<file path="src/rtl/button_event_detector.sv">
// Turns a debounced button level into press/release/short/long/repeat event
// pulses, a held level and a wrapping press counter. All outputs are registered.
module button_event_detector #(
  parameter int LONG_CYCLES   = 16,
  parameter int REPEAT_CYCLES = 8,
  parameter bit REPEAT_EN     = 1'b1,
  parameter int CNT_W         = 8
) (
  input  logic             clock,
  input  logic             resetn,
  input  logic             debounced_i,
  input  logic             clear_i,
  output logic             press_o,
  output logic             release_o,
  output logic             short_o,
  output logic             long_o,
  output logic             repeat_o,
  output logic             held_o,
  output logic [CNT_W-1:0] press_cnt_o
);

  localparam int HW = (LONG_CYCLES > 1) ? $clog2(LONG_CYCLES) : 1;
  localparam int RW = (REPEAT_CYCLES > 1) ? $clog2(REPEAT_CYCLES) : 1;
  localparam logic [HW-1:0] HOLD_LAST = HW'(LONG_CYCLES - 1);
  localparam logic [RW-1:0] REP_LAST  = RW'(REPEAT_CYCLES - 1);

  typedef enum logic [1:0] {
    S_IDLE    = 2'd0,
    S_PRESSED = 2'd1,
    S_HELD    = 2'd2
  } state_t;

  state_t           state_q, state_d;
  logic [HW-1:0]    hold_cnt_q, hold_cnt_d;
  logic [RW-1:0]    rep_cnt_q, rep_cnt_d;
  logic             press_q, press_d;
  logic             release_q, release_d;
  logic             short_q, short_d;
  logic             long_q, long_d;
  logic             repeat_q, repeat_d;
  logic             held_q, held_d;
  logic [CNT_W-1:0] cnt_q, cnt_d;

  always_comb begin
    state_d    = state_q;
    hold_cnt_d = hold_cnt_q;
    rep_cnt_d  = rep_cnt_q;
    press_d    = 1'b0;
    release_d  = 1'b0;
    short_d    = 1'b0;
    long_d     = 1'b0;
    repeat_d   = 1'b0;
    // A clear in the same cycle as a press is applied first, so the press counts.
    cnt_d      = clear_i ? {CNT_W{1'b0}} : cnt_q;

    case (state_q)
      S_IDLE: begin
        if (debounced_i) begin
          state_d    = S_PRESSED;
          hold_cnt_d = {HW{1'b0}};
          press_d    = 1'b1;
          cnt_d      = cnt_d + CNT_W'(1'b1);
        end else begin
          state_d = S_IDLE;
        end
      end
      S_PRESSED: begin
        if (!debounced_i) begin
          state_d   = S_IDLE;
          release_d = 1'b1;
          short_d   = 1'b1;
        end else if (hold_cnt_q == HOLD_LAST) begin
          state_d   = S_HELD;
          long_d    = 1'b1;
          rep_cnt_d = {RW{1'b0}};
        end else begin
          hold_cnt_d = hold_cnt_q + HW'(1'b1);
        end
      end
      S_HELD: begin
        if (!debounced_i) begin
          state_d   = S_IDLE;
          release_d = 1'b1;
        end else if (rep_cnt_q == REP_LAST) begin
          repeat_d  = REPEAT_EN;
          rep_cnt_d = {RW{1'b0}};
        end else begin
          rep_cnt_d = rep_cnt_q + RW'(1'b1);
        end
      end
      default: begin
        state_d = S_IDLE;
      end
    endcase

    held_d = (state_d == S_HELD);
  end

  always_ff @(posedge clock) begin
    if (!resetn) begin
      state_q    <= S_IDLE;
      hold_cnt_q <= {HW{1'b0}};
      rep_cnt_q  <= {RW{1'b0}};
      press_q    <= 1'b0;
      release_q  <= 1'b0;
      short_q    <= 1'b0;
      long_q     <= 1'b0;
      repeat_q   <= 1'b0;
      held_q     <= 1'b0;
      cnt_q      <= {CNT_W{1'b0}};
    end else begin
      state_q    <= state_d;
      hold_cnt_q <= hold_cnt_d;
      rep_cnt_q  <= rep_cnt_d;
      press_q    <= press_d;
      release_q  <= release_d;
      short_q    <= short_d;
      long_q     <= long_d;
      repeat_q   <= repeat_d;
      held_q     <= held_d;
      cnt_q      <= cnt_d;
    end
  end

  assign press_o     = press_q;
  assign release_o   = release_q;
  assign short_o     = short_q;
  assign long_o      = long_q;
  assign repeat_o    = repeat_q;
  assign held_o      = held_q;
  assign press_cnt_o = cnt_q;

endmodule

</file>
<file path="config.mk">
export PLATFORM = sky130hd
export DESIGN_NAME = button_event_detector
export DESIGN_NICKNAME = d
export VERILOG_FILES = /design/src/rtl/button_event_detector.sv
export SDC_FILE = /design/constraint.sdc
export NUM_CORES = 1
export LEC_CHECK = 0
export BUFFER_PORTS_ARGS = -buffer_cell sky130_fd_sc_hd__buf_2
export CAP_MARGIN = 20
export CORE_ASPECT_RATIO = 0.9
export CORE_UTILIZATION = 54
export DETAILED_ROUTE_END_ITERATION = 8
export GPL_ROUTABILITY_DRIVEN = 1
export GPL_TIMING_DRIVEN = 0
export PLACE_DENSITY = 0.77
export RECOVER_POWER = 50
export SETUP_SLACK_MARGIN = 0.3
export SYNTH_ARGS = -nofsm -noshare
export SYNTH_HDL_FRONTEND = slang
export SYNTH_SLANG_ARGS = --single-unit
</file>
<file path="constraint.sdc">
create_clock -name clock -period 2.3 [get_ports clock]
set_clock_uncertainty 0.1 [all_clocks]
set_input_delay 0.46 -clock clock [delete_from_list [all_inputs] [get_ports clock]]
set_output_delay 0.46 -clock clock [all_outputs]
set_load 0.02 [all_outputs]
</file>
==> results.json <==
{
  "crit_path_start_kind": "flip-flop",
  "slew-limit-headroom": 0.7368,
  "final_nets": 156,
  "drcViolationCount": 0,
  "drt_wl_total_um": 2048,
  "cts_buffer_depth": 2,
  "synthCells": 122,
  "fmax_mhz": 513.7,
  "synth_top_area_cell": "dfxtp_1",
  "drt-initial-drc-count": 25,
  "overflow": 0,
  "maxCapViolCount": 0,
  "ctsResizeCount": 0,
  "numPortBuffers": 17,
  "hold_viol_final": 0,
  "avgSynthCellArea_um2": 8.830,
  "synth.most_common_cell": "dfxtp_1",
  "gp_congestion": 0.8010,
  "worst_pin_slew_ns": 0.3948,
  "ys_seq_area_frac": 0.4274,
  "synth_top_area_frac": 0.4274,
  "ys_async_sr_fraction": 0,
  "synthTopCellsByCount": "dfxtp_1 (23), nand2_1 (11), a21oi_1 (9)",
  "final.fill_count": 157,
  "hp-class": "in -> reg",
  "ant_nets": 0,
  "synth_area_leaders": "dfxtp_1 (43%), ha_1 (9.3%), a21oi_1 (4.2%)",
  "syn_nets": 134,
  "finalSetupViolations": 0,
  "crit_arrival_ns": 2.10,
  "cts.sinks": 23,
  "critPathCaptureType": "flip-flop",
  "rsz0062_at_grt": "false",
  "cts_root_buffer": "clkbuf_4",
  "cts_tree": "yes",
  "grt_max_degree": 14,
  "p_leak_uw": 0.0004480,
  "critical_path_class": "reg -> reg",
  "vias_per_cell": 5.515,
  "synth-seq-cells": 23,
  "crit_path_max_fanout": 10,
  "yosysWarnings": 0,
  "num_vias": 921,
  "path_clk_slew_ns": 0.12,
  "synth_area_um2": 1077,
  "grt_pass1_vias": 804,
  "final_util": 0.6768,
  "layout-drive-gt1-share": 0.09091,
  "dieHeight_um": 44.38,
  "synth_cell_type_count": 34,
  "slew_viol_final": 0,
  "clock_latency_ns": 0.31,
  "finalCriticalPeriod_ns": 1.947,
  "grt_use_total": 0.2153,
  "start_util": 0.6089,
  "die_w_um": 49.08,
  "fp.coreArea_um2": 1769,
  "final_cell_count_no_fill": 167,
  "syn2layout_area_growth_pct": 11.15,
  "post_cts_buffers": 0,
  "antenna_found_initial": 0,
  "ios": 18,
  "dieArea_um2": 2178,
  "wl_per_cell_um": 12.26,
  "htree_levels": 1,
  "max-vdd-ir-drop_mv": 0.4220,
  "crit_required_ns": 2.45,
  "status": "finished clean",
  "cts_buffers": 3,
  "hold_buffers": 0,
  "antenna_cells": 0,
  "finalCritPeriodShare": 0.8464,
  "hpwl_um": 1544,
  "tns_ns": 0,
  "synth-edff-count": 0,
  "synthFlopType": "dfxtp_1",
  "rows": 14,
  "dp_cells": 163,
  "rrSetupSlack_ns": 0.35,
  "dr.pass1.iters": 4,
  "grt_pass1_wl_um": 3477,
  "p_per_area_nw_per_um2": 543.8
}
==> power breakdown <==
group	switching [uW]	internal (uW)	total (uW)
combinational	38.2	17.4	55.5
sequential	3.65	404	408
clock	122	65.1	188
total	164	487	651
==> placed cells by master (no fill, tap or decap), types with 2 or more instances in the layout <==
cell type	count
o31ai_1	4
nor4_1	2
nor3b_1	2
buf_2	6
nor2b_1	3
o22ai_1	3
dfxtp_1	23
or3_1	6
ha_1	8
nand3_1	5
xnor2_1	2
or4_1	2
clkbuf_1	15
nand2_1	11
clkbuf_4	3
o21ai_0	7
nor2_1	5
inv_1	7
nand2b_1	3
nand4_1	3
a21oi_1	9
==> per-stage QoR <==
step / instance area, um2 / total power [uW] / worst slack (ns) / hold slack (ns)
finish: 1197 / 651.1 / 0.3532 / 0.3631
global route: 1197 / 676.9 / 0.2149 / 0.3790
CTS: 1220 / 664.0 / 0.4848 / 0.3512
detailed placement: 1192 / 473.0 / 0.3706 / 0.3739
global placement: 1192 / 471.8 / 0.4133 / 0.3628
floorplan: 1077 / 455.1 / 0.6093 / 0.3500
==> cells by family (layout without fill, tap and decap cells) <==
kind of cell / after synthesis / count (layout) / share of synthesized area
buf+inv: 13 / 34 / 0.05691
xor+xnor: 2 / 2 / 0.01626
flops: 23 / 23 / 0.4274
fa+ha+maj: 8 / 8 / 0.09292
mux: 1 / 1 / 0.009292
compound gates: 29 / 29 / 0.1626
simple gates: 46 / 46 / 0.2346
==> final cells by class <==
cell class / instances / area, um2 / share of cell area
inverters: 8 / 30.03 / 0.02508
well taps: 24 / 30.03 / 0.02508
plain buffers: 5 / 22.52 / 0.01881
flip-flops and latches: 23 / 460.4 / 0.3845
clock inverters: 1 / 5.005 / 0.004180
repair buffers: 17 / 71.32 / 0.05956
clock buffers: 3 / 22.52 / 0.01881
multi-input cells: 86 / 555.5 / 0.4639
==> critical path, stage by stage, from the launching register on <==
cell	delay, ns
dfxtp_1	0.37
inv_1	0.09
ha_1	0.16
clkbuf_1	0.31
o21ai_1	0.21
or4_1	0.50
a21oi_1	0.14
==> state kept, by name (all words and copies together) (netlist names) <==
register / flops
press_o: 1
hold_cnt_q: 4
long_o: 1
rep_cnt_q: 3
release_o: 1
press_cnt_o: 8
held_o: 1
short_o: 1
state_q: 2
repeat_o: 1
==> metal layers <==
metal  routed length [um]  GRT usage  part of all wire  vias to the layer above
li1                     -          -                 -                      480
met4                   36     0.1059             0.018                        0
met5                    0          0                 0                        -
met2                  959     0.3397              0.47                       20
met3                   91    0.06529             0.044                        5
met1                  961     0.2710              0.47                      416
==> worst paths after layout <==
| kind | startpoint | endpoint | depth (start not counted) |
|---|---|---|---|
| min reg2reg | rep_cnt_q[1]$_SDFFE_PN0P_ | rep_cnt_q[1]$_SDFFE_PN0P_ | 2 |
| min | resetn | repeat_o$_SDFF_PN0_ | 3 |
| max reg2reg | state_q[1]$_SDFF_PN0_ | hold_cnt_q[3]$_SDFFE_PN0P_ | 6 |
| max | state_q[1]$_SDFF_PN0_ | hold_cnt_q[3]$_SDFFE_PN0P_ | 6 |
Power figures use the tool's default switching activity.
